`src/rtl/dcache_bank_fill_sequencer.sv`:
```
// dcache_bank_fill_sequencer
// Write-side sequencer for port B of the write-first data-bank RAM. It
// arbitrates a whole-bank clear, cache-line fills and single-word core
// loads/stores onto port B. All RAM-facing outputs are registered.
//
// Ports
//   clk, rst_n                    clock, asynchronous active-low reset
//   clear_req                     pulse: zero the whole bank
//   fill_req_* / fill_line        line fill request and line index
//   fill_data_* / fill_data       fill beats, one word per accepted beat
//   fill_done                     pulses with the RAM write of the last beat
//   core_* / core_rvalid          core word access; rvalid aligned with RAM output
//   busy                          high while clearing or filling
//   ram_*_b                       RAM port B controls
//
// state   | meaning
// --------+-----------------------------------------------------------
// S_CLEAR | writing zero to every address, one word per cycle
// S_IDLE  | arbitrating clear_req > fill_req_valid > core_valid
// S_FILL  | writing LINE_WORDS beats of the latched line
module dcache_bank_fill_sequencer #(
  parameter int DATA_WIDTH     = 32,
  parameter int DEPTH          = 512,
  parameter int LINE_WORDS     = 4,
  parameter int CLEAR_ON_RESET = 1,
  localparam int AW  = $clog2(DEPTH),
  localparam int LW  = $clog2(LINE_WORDS),
  localparam int LNW = AW - LW
) (
  input  logic                  clk,
  input  logic                  rst_n,
  input  logic                  clear_req,
  input  logic                  fill_req_valid,
  output logic                  fill_req_ready,
  input  logic [LNW-1:0]        fill_line,
  input  logic                  fill_data_valid,
  output logic                  fill_data_ready,
  input  logic [DATA_WIDTH-1:0] fill_data,
  output logic                  fill_done,
  input  logic                  core_valid,
  output logic                  core_ready,
  input  logic                  core_we,
  input  logic [AW-1:0]         core_addr,
  input  logic [DATA_WIDTH-1:0] core_wdata,
  output logic                  core_rvalid,
  output logic                  busy,
  output logic                  ram_en_b,
  output logic                  ram_we_b,
  output logic [AW-1:0]         ram_addr_b,
  output logic [DATA_WIDTH-1:0] ram_data_in_b
);

  typedef enum logic [1:0] {S_CLEAR, S_IDLE, S_FILL} state_t;

  localparam state_t RST_STATE = (CLEAR_ON_RESET != 0) ? S_CLEAR : S_IDLE;

  state_t                state, state_nx;
  logic [AW-1:0]         clr_cnt, clr_cnt_nx;
  logic [LNW-1:0]        line_q, line_nx;
  logic [LW-1:0]         word_cnt, word_cnt_nx;
  logic                  wr_en_nx, wr_we_nx, done_nx, load_nx, load_d1;
  logic [AW-1:0]         wr_addr_nx;
  logic [DATA_WIDTH-1:0] wr_data_nx;

  assign busy = (state != S_IDLE);

  always_comb begin
    state_nx        = state;
    clr_cnt_nx      = clr_cnt;
    line_nx         = line_q;
    word_cnt_nx     = word_cnt;
    fill_req_ready  = 1'b0;
    fill_data_ready = 1'b0;
    core_ready      = 1'b0;
    wr_en_nx        = 1'b0;
    wr_we_nx        = 1'b0;
    wr_addr_nx      = ram_addr_b;      // address/data hold when idle to avoid toggling
    wr_data_nx      = ram_data_in_b;
    done_nx         = 1'b0;
    load_nx         = 1'b0;
    case (state)
      S_CLEAR: begin
        wr_en_nx   = 1'b1;
        wr_we_nx   = 1'b1;
        wr_addr_nx = clr_cnt;
        wr_data_nx = '0;
        clr_cnt_nx = clr_cnt + 1'b1;   // wraps to 0 after the last address
        if (&clr_cnt) state_nx = S_IDLE;
      end
      S_IDLE: begin
        if (clear_req) begin
          clr_cnt_nx = '0;
          state_nx   = S_CLEAR;
        end else if (fill_req_valid) begin
          fill_req_ready = 1'b1;
          line_nx        = fill_line;
          word_cnt_nx    = '0;
          state_nx       = S_FILL;
        end else begin
          core_ready = 1'b1;
          if (core_valid) begin
            wr_en_nx   = 1'b1;
            wr_we_nx   = core_we;
            wr_addr_nx = core_addr;
            wr_data_nx = core_wdata;
            load_nx    = ~core_we;
          end
        end
      end
      S_FILL: begin
        fill_data_ready = 1'b1;
        if (fill_data_valid) begin
          wr_en_nx    = 1'b1;
          wr_we_nx    = 1'b1;
          wr_addr_nx  = {line_q, word_cnt};
          wr_data_nx  = fill_data;
          word_cnt_nx = word_cnt + 1'b1;
          if (&word_cnt) begin
            done_nx  = 1'b1;
            state_nx = S_IDLE;
          end
        end
      end
      default: state_nx = S_IDLE;
    endcase
  end

  always_ff @(posedge clk or negedge rst_n) begin
    if (!rst_n) begin
      state         <= RST_STATE;
      clr_cnt       <= '0;
      line_q        <= '0;
      word_cnt      <= '0;
      ram_en_b      <= 1'b0;
      ram_we_b      <= 1'b0;
      ram_addr_b    <= '0;
      ram_data_in_b <= '0;
      fill_done     <= 1'b0;
      load_d1       <= 1'b0;
      core_rvalid   <= 1'b0;
    end else begin
      state         <= state_nx;
      clr_cnt       <= clr_cnt_nx;
      line_q        <= line_nx;
      word_cnt      <= word_cnt_nx;
      ram_en_b      <= wr_en_nx;
      ram_we_b      <= wr_we_nx;
      ram_addr_b    <= wr_addr_nx;
      ram_data_in_b <= wr_data_nx;
      fill_done     <= done_nx;
      // load data leaves the RAM one cycle after its enable is driven
      load_d1       <= load_nx;
      core_rvalid   <= load_d1;
    end
  end

endmodule
```
`config.mk`:
```
export PLATFORM = sky130hd
export DESIGN_NAME = dcache_bank_fill_sequencer
export DESIGN_NICKNAME = d
export VERILOG_FILES = /design/src/rtl/dcache_bank_fill_sequencer.sv
export SDC_FILE = /design/constraint.sdc
export NUM_CORES = 1
export LEC_CHECK = 0
export BUFFER_PORTS_ARGS = -buffer_cell sky130_fd_sc_hd__buf_2
export CAP_MARGIN = 20
export CORE_MARGIN = 2
export CORE_UTILIZATION = 53
export CTS_CLUSTER_SIZE = 16
export DETAILED_ROUTE_END_ITERATION = 8
export PLACE_DENSITY_LB_ADDON = 0.1
export SLEW_MARGIN = 40
export SYNTH_ARGS = -nofsm -noshare
export SYNTH_HDL_FRONTEND = slang
export SYNTH_SLANG_ARGS = --single-unit
```
`constraint.sdc`:
```
create_clock -name clk -period 3.4 [get_ports clk]
set_input_delay 0.17 -clock clk [delete_from_list [all_inputs] [get_ports clk]]
set_output_delay 0.17 -clock clk [all_outputs]
set_load 0.005 [all_outputs]
```
# ---- Word-level counts from Yosys, hierarchy flattened
# Cells that the tools add are included.
dict set report totals {
  ff_bits 66
  inputBits 87
  out_inout_bits 49
  elab_cells 83
}
dict set report classes {
  addsub 2
  n_eq_ne 12
  mux 45
  bitwise 2
  n_reduce_logical 11
}
# op n
set op_table {}
lappend op_table {{$mux W32} 4}
lappend op_table {{$pmux W32 S3} 1}
lappend op_table {{$mux W9} 5}
lappend op_table {{$pmux W9 S3} 1}
lappend op_table {{$mux W1} 21}
lappend op_table {{$pmux W9 S2} 1}
lappend op_table {{$mux W2} 8}
lappend op_table {{$ne A2 B2 Y1 const B} 8}
lappend op_table {{$add A9 B1 Y9 const B} 1}
lappend op_table {{$reduce_and A9 Y1} 1}
lappend op_table {{$reduce_and A4 Y1} 2}
lappend op_table {{$pmux W1 S3} 2}
lappend op_table {{$pmux W2 S3} 1}
lappend op_table {{$reduce_and A5 Y1} 1}
lappend op_table {{$pmux W2 S2} 1}
lappend op_table {{$reduce_and A2 Y1} 2}
lappend op_table {{$reduce_bool A2 Y1} 2}
lappend op_table {{$ne A3 B3 Y1 const B} 1}
lappend op_table {{$reduce_and A3 Y1} 1}
lappend op_table {{$reduce_bool A3 Y1} 1}
lappend op_table {{$add A2 B1 Y2 const B} 1}
lappend op_table {{$eq A2 B1 Y1 const B} 1}
lappend op_table {{$eq A2 B2 Y1 const B} 1}
lappend op_table {{$logic_not A2 Y1} 1}
lappend op_table {{2 further kinds} 3}

# ---- Logic depth before layout (Yosys ltp)
# Gate-level depths: netlist of run 1.
dict set report depth {
  ltp_word 5
  ltp_mapped 8
  ltp_nobuf 7
}

# ---- Least setup slack after synthesis of run 1
# OpenSTA, ideal clock, no wires.
dict set report synth_timing {
  kind {register -> register}
  startpoint {register state[0]}
  endpoint {register ram_addr_b[0]}
  setup_ns 0.125
  arrival_ns 1.662
  required_time_ns 3.275
  setup_slack_ns 1.613
  path_stages_with_launch 8
  n_path_buf 2
  synth_period_minus_slack_ns 1.787
  path_cell_list {dfrtp_1 > inv_1 > ha_1 > buf_2 > mux2i_1 > o22ai_4 > buf_6 > mux2_2}
}
dict set report synth_via {
  elab_chain_cells 3
  elab_cells_between_ends 10
  cone_classes {eq/ne (6); mux (1); reduce/logical (3)}
}
# element line
set synth_lines {}
lappend synth_lines {{start: declaration} 57} ;# state_t state, state_nx;
lappend synth_lines {{start signal: assignment} 142} ;# state <= state_nx;
lappend synth_lines {{$eq A2 B1 Y1, or another cell as far along} 81} ;# case (state)
lappend synth_lines {{$ne A2 B2 Y1 (no line) or $reduce_bool A3 Y1 (tied branches)} --}
lappend synth_lines {{$reduce_and A5 Y1 (no line)} --}
lappend synth_lines {{end signal: assignment} 148} ;# ram_addr_b <= wr_addr_nx;
lappend synth_lines {{end: declaration} 49} ;# output logic [AW-1:0] ram_addr_b,
# Several ways; a longest one is shown, not always the timed one.
# A chain may end at the register's enable or synchronous reset.

# ---- Worst setup path after layout of run 1
dict set report layout_timing {
  startpoint {register state[1]}
  endpoint {output fill_req_ready}
}
dict set report layout_via {
  elab_chain_cells 2
}
# element line
set layout_lines {}
lappend layout_lines {{$eq A2 B1 Y1} 81}
lappend layout_lines {{$mux W1} 81}
lappend layout_lines {{end: declaration} 34} ;# output logic fill_req_ready,
# No other way between the ends.

==> flow_summary.toml, run 1 <==
[floorplan]
core_area_mm2 = 0.00635
ios = 136
floorplan.die_area_mm2 = 0.00723
die_w_um = 85.0
initial_core_util_pct = 54.8
num_rows = 29
die_y_um = 85.0

[global_routing]
globalRouteOverflowTotal = 0
antenna_found_initial = 0
met3_usage_pct = 5.54
grt_most_used_layer = "met2"
met1_usage_pct = 28.6
grt_pass1_wl_um = 13100
track_usage_pct = 22.7
grt_pass1_vias = 2861
use_met2_pct = 37.4
grt_max_degree = 53

[timing]
finalCritPeriodShare_pct = 81.3
setup_violations = 0
tightest_slew_ns = 0.722
fin_skew_ns = 0.00564
period_needed_ns = 2.76
clock.fmax_mhz = 362
report.final.slew_viol_count = 0
hold_viol_final = 0
timing.setup.tns_ns = 0
rsz0062_at_grt = "false"
whs_ns = 0.0606
timing.slew.headroom_pct = 51.9

[synthesis]
synth-xor-area-share_pct = 0.755
syn_area_mm2 = 0.00348
ys_types = 34
syn-mean-instance-area_um2 = 11.1
ys_warn_count = 0
synthFlopType = "dfrtp_1"
yosysMostFrequentCell = "dfrtp_1"
synth_adder_area_share_pct = 2.52
yosys.area_share.simple_pct = 13.1
yosysTopAreaCell = "dfrtp_1"
synth_cells = 312
synth_edf_count = 0
synthTopCellsByCount = "dfrtp_1, mux2_2, a22oi_1, nor2b_1, a21oi_1"
netlist.area_leader.share_pct = 47.5
synthTopCellsByArea = "dfrtp_1, mux2_2, a22oi_1"
synth-compound-area-share_pct = 14.6
yosysSeqAreaShare_pct = 47.5
synthArstFlopShare_pct = 100
synth_top_family_by_area = "multiplexers"
ys_ff_latch = 66
synthMuxAreaShare_pct = 17.0
syn-num-nets = 406

[flow_run]
drv_cap = 0

[critical_path]
r2r_slack_ns = 0.80
crit_chain = "inv_1, ha_2, buf_4, nor2b_1, nand2_1, inv_1, buf_2"
crit_type = "register to primary output"
cp-end-kind = "primary output"
r2r_start = "state[1]$_DFFE_PN0P_"
arrival_ns = 2.59
rr_endpoint = "ram_addr_b[0]$_DFFE_PN0P_"
cpPeakStageDelay_ns = 0.61
slowest_stage = "ha_2"
critPathRequiredTime_ns = 3.23
cpMostUsedCell = "inv_1"
cp_max_fo = 33
startpoint_type = "register"
ff2ff_path_depth = 6

[min_path]
hold_path_depth = 2
hold_end = "line_q[3]$_DFFE_PN0P_"
hold_class = "input pin to register"
hold_start = "fill_line[3]"

[power_and_ir_drop]
power.density_mw_per_mm2 = 873
max-vdd-ir-drop_v = 0.000485
internal_power_uw = 2350
p_comb_share_pct = 54.6
p_leak_uw = 0.00219
p_seq_share_pct = 30.4
switching_share_pct = 38.3
p_clk_share_pct = 15.0
netSwitchingPower_uw = 1460

[clocking]
clk_latency_ns = 0.33
cts.sinks = 66
cts_buffers = 9
clockRootBuffer = "clkbuf_8"
clockBufferDepth = 2
cts_tree = "built"
clkTransAtPathRegs_ns = 0.07
htreeDepth = 3

[finish]
layout.nets = 535
area_growth_pct = 25.7
drive_above_1_share_pct = 46.9
antenna_cells = 0

[drt]
viasPerCell = 5.50
drt-initial-drc-count = 107
vias = 2878
postRouteAntennaNets = 0
drc = 0
wire_per_inst_um = 15.3
routed_wl_um = 8010
firstDrtPassIters = 4

[placement]
io_buffer_count = 135
dpl.hpwl_um = 5700
gp_congestion = 0.813

[status]
status = "completed"
[placed cells by master, fill, tap and decap left out, drive strengths merged, types with 2 or more instances in the layout]
cell type / Yosys / layout
or3: 2 / 2
buf: 12 / 141
inv: 6 / 6
o22ai: 7 / 7
nand2: 13 / 13
dlygate4sd3: 0 / 2
mux2: 48 / 48
a22oi: 42 / 42
and3: 2 / 2
o21ai: 4 / 4
nor3: 3 / 3
clkbuf: 13 / 11
clkinv: 0 / 3
mux2i: 5 / 5
a21oi: 15 / 15
nand2b: 3 / 3
dfrtp: 66 / 66
nor2b: 35 / 35
clkinvlp: 0 / 2
nor3b: 2 / 2
ha: 7 / 7
nor2: 10 / 10
xnor2: 2 / 2
nand3: 4 / 4
o211ai: 2 / 2
[worst max-delay path: cells and delay by family (launching register included)]
family                     cells  cell delay (ns)
buffers and inverters          4             0.77
adders and majority gates      1             0.61
and+or+nand+nor                2             0.47
DFF                            1             0.40
[final cells by class]
class,count,area (um2)
multi-input combinational,215,1680
tap,77,96.3
fill,502,1980
inverter,6,22.5
clock buffer,11,141
sequential,66,1650
timing repair buffer,143,756
clock inverter,5,30.0
[how the worst max path moves through the flow]
stage	end	start	slack (ns)	cells past startpoint
6_report	fill_req_ready	state[1]$_DFFE_PN0P_	0.64	7
3_3_place_gp	ram_addr_b[5]$_DFFE_PN0P_	state[1]$_DFFE_PN0P_	0.85	6
2_1_floorplan	ram_addr_b[0]$_DFFE_PN0P_	state[0]$_DFFE_PN0P_	1.61	7
4_1_cts	fill_req_ready	state[1]$_DFFE_PN0P_	0.59	7
5_1_grt	fill_req_ready	state[1]$_DFFE_PN0P_	0.41	7
3_5_place_dp	ram_addr_b[7]$_DFFE_PN0P_	state[1]$_DFFE_PN0P_	0.80	6
[logic make-up (layout without fill, tap and decap cells)]
logic type / Yosys count / count (layout)
adders and majority gates: 7 / 7
and+or+nand+nor: 79 / 79
muxes: 53 / 53
AOI/OAI and AO/OA: 73 / 73
xor gates and xnor gates: 3 / 3
DFF: 66 / 66
buffers and inverters: 31 / 165
[power by group through the flow]
stage,sequential (uW),combinational [uW],clock [uW]
6_report,1160,2080,573
5_1_grt,1190,2310,619
4_1_cts,1160,2110,588
3_5_place_dp,1170,2100,0
3_3_place_gp,1170,2050,0
2_1_floorplan,1170,1580,0
[flip-flops by register name (all words and copies together), names as in the netlist]
name and cells:
ram_addr_b 9, line_q 7, ram_we_b 1, core_rvalid 1
load_d1 1, ram_en_b 1, clr_cnt 9, ram_data_in_b 32
word_cnt 2, fill_done 1, state 2
[per-stage QoR]
| step | instances | setup WS [ns] | util (%) | area (um2) | total power, uW |
|---|---|---|---|---|---|
| 2_1_floorplan | 312 | 1.61 | - | 3480 | 2750 |
| 3_3_place_gp | 505 | 0.855 | 65.8 | 4180 | 3210 |
| 3_5_place_dp | 505 | 0.803 | 65.9 | 4180 | 3270 |
| 4_1_cts | 523 | 0.589 | 68.9 | 4370 | 3860 |
| 5_1_grt | 523 | 0.406 | 68.9 | 4370 | 4120 |
| 6_report | 523 | 0.637 | 68.9 | 4370 | 3820 |
[timing repair]
item,4_1_cts,5_1_grt
hold endpoints to repair,42,0
setup endpoints to repair,0,0
hold buffers,2,0
buffers inserted,0,0
gates resized for setup,0,0
[routing by layer]
| metal | vias to the layer above | routed length [um] |
|---|---|---|
| li1 | 1386 | - |
| met2 | 106 | 3760 |
| met3 | 15 | 574 |
| met1 | 1371 | 3490 |
| met4 | 0 | 176 |
| met5 | - | 0 |
(Power assumes the default switching activity.)
==> run 2: changes to the inputs <==
--- a/config.mk
+++ b/config.mk
@@ -8,7 +8,7 @@
 export BUFFER_PORTS_ARGS = -buffer_cell sky130_fd_sc_hd__buf_2
 export CAP_MARGIN = 20
 export CORE_MARGIN = 2
-export CORE_UTILIZATION = 53
+export CORE_UTILIZATION = 49
 export CTS_CLUSTER_SIZE = 16
 export DETAILED_ROUTE_END_ITERATION = 8
 export PLACE_DENSITY_LB_ADDON = 0.1
==> constraint.sdc (replaced) <==
create_clock -name clk -period 2.6 [get_ports clk]
set_input_delay 0.13 -clock clk [delete_from_list [all_inputs] [get_ports clk]]
set_output_delay 0.13 -clock clk [all_outputs]
set_load 0.005 [all_outputs]
==> flow_summary.toml, run 2 (synthesis gave the netlist of run 1 again) <==
[clocking]
clkTransAtPathRegs_ns = 0.07
clockRootBuffer = "clkbuf_8"
cts.sinks = 66
htreeDepth = 3
cts_tree = "built"
cts_buffers = 9
clk_latency_ns = 0.35
clockBufferDepth = 2
cts_resized = 0

[drt]
routed_wl_um = 7990
vias = 2852
drt-initial-drc-count = 110
firstDrtPassIters = 4
postRouteAntennaNets = 0
drc = 0
viasPerCell = 5.19
wire_per_inst_um = 14.6

[global_routing]
grt_pass1_wl_um = 12400
grt_pass1_vias = 2573
antenna_found_initial = 0
globalRouteOverflowTotal = 0
track_usage_pct = 20.7
grt_max_degree = 67

[floorplan]
die_y_um = 88.3
ios = 136
die_w_um = 88.3
initial_core_util_pct = 50.9
num_rows = 30
core_area_mm2 = 0.00683
floorplan.die_area_mm2 = 0.00779

[placement]
dpl_worst_slack_ns = 0.453
placed_cells = 528
dpl.hpwl_um = 5790
dpl_cell_area_mm2 = 0.00422
io_buffer_count = 135
gp_congestion = 0.750

[timing]
tightest_slew_ns = 0.595
fin_skew_ns = 0.00890
timing.slew.headroom_pct = 60.3
rsz0062_at_grt = "false"
timing.setup.tns_ns = 0
hold_viol_final = 0
whs_ns = 0.0170
setup_violations = 0
finalWorstSetupSlack_ns = 0.334
clock.fmax_mhz = 441
period_needed_ns = 2.27
finalCritPeriodShare_pct = 87.1
report.final.slew_viol_count = 0

[critical_path]
startpoint_type = "register"
slowest_stage = "ha_2"
ff2ff_path_depth = 6
crit_chain = "inv_1, ha_2, buf_4, nor3b_1, buf_2"
crit_type = "register to primary output"
critPathRequiredTime_ns = 2.47
cp-end-kind = "primary output"
cpPeakStageDelay_ns = 0.44
cp_max_fo = 18
arrival_ns = 2.14

[finish]
antenna_cells = 0
largest_reg_flops = 32
drive_above_1_share_pct = 47.0
regMostFlops = "ram_data_in_b"
fin_cells = 549
n_fill_cell = 600
final_area_mm2 = 0.00449
layout.nets = 542
layout_commonest_cell = "buf_2"
final_cell_mix = "buf_2, dfrtp_1, mux2_2, a22oi_1, nor2b_1"
reg.largest.list = "ram_data_in_b x32, clr_cnt x9, ram_addr_b x9"
area_growth_pct = 29.2

[power_and_ir_drop]
p_seq_share_pct = 29.1
max-vdd-ir-drop_v = 0.000659
power.density_mw_per_mm2 = 1160
internal_power_uw = 3300
p_clk_share_pct = 18.3
netSwitchingPower_uw = 1910
switching_share_pct = 36.7
p_leak_uw = 0.00224
p_comb_share_pct = 52.6

[status]
status = "completed"

[min_path]
hold_class = "input pin to register"
hold_path_depth = 2

[flow_run]
drv_cap = 0
[run 2: cell type report]
class                      count  area, um2  share of cell area [%]
inverter                       6       22.5                   0.501
tap                           96        120                    2.67
timing repair buffer         150        805                    17.9
clock buffer                  11        141                    3.15
sequential                    66       1650                    36.8
clock inverter                 5       77.6                    1.73
multi-input combinational    215       1680                    37.3
[run 2: power groups by stage]
stage | registers (uW) | logic, uW | clock network, uW
6_report | 1520 | 2740 | 956
5_1_grt | 1560 | 3050 | 1020
4_1_cts | 1520 | 2770 | 976
3_5_place_dp | 1530 | 2770 | 0
3_3_place_gp | 1530 | 2720 | 0
2_1_floorplan | 1530 | 2070 | 0
[run 2: final timing paths]
path / slack, ns / startpoint / end
worst min-delay path: 0.02 / fill_line[2] / line_q[2]$_DFFE_PN0P_
max in group asynchronous: 1.78 / rst_n / ram_data_in_b[22]$_DFFE_PN0P_
worst min register to register: 0.35 / load_d1$_DFF_PN0_ / core_rvalid$_DFF_PN0_
min in group asynchronous: 0.41 / rst_n / ram_en_b$_DFF_PN0_
worst max-delay path: 0.33 / state[1]$_DFFE_PN0P_ / core_ready
worst max register to register: 0.46 / state[1]$_DFFE_PN0P_ / ram_data_in_b[23]$_DFFE_PN0P_
[run 2: timing repair]
action,in CTS,in global routing
endpoints found under the hold margin,68,2
setup buffers,0,0
hold buffers,3,2
[run 2: metrics by stage]
stage	util [%]	power, uW
detailed placement	61.8	4300
global placement	61.7	4240
floorplan	-	3600
CTS	65.5	5270
global route	65.8	5630
finish	65.8	5210
[run 2: critical path: cells and delay by family (launching register included)]
| kind | cells | cell delay, ns |
|---|---|---|
| flip-flops | 1 | 0.41 |
| AND/OR/NAND/NOR | 1 | 0.38 |
| adder cells (fa/ha/maj) | 1 | 0.44 |
| buffers and inverters | 3 | 0.56 |
[run 2: per-layer routing]
layer | GRT usage (%) | share of wire (%)
met1 | 27.4 | 44
met2 | 33.1 | 49
met3 | 7.56 | 6.8
met4 | 4.55 | 0.80
met5 | 0 | 0
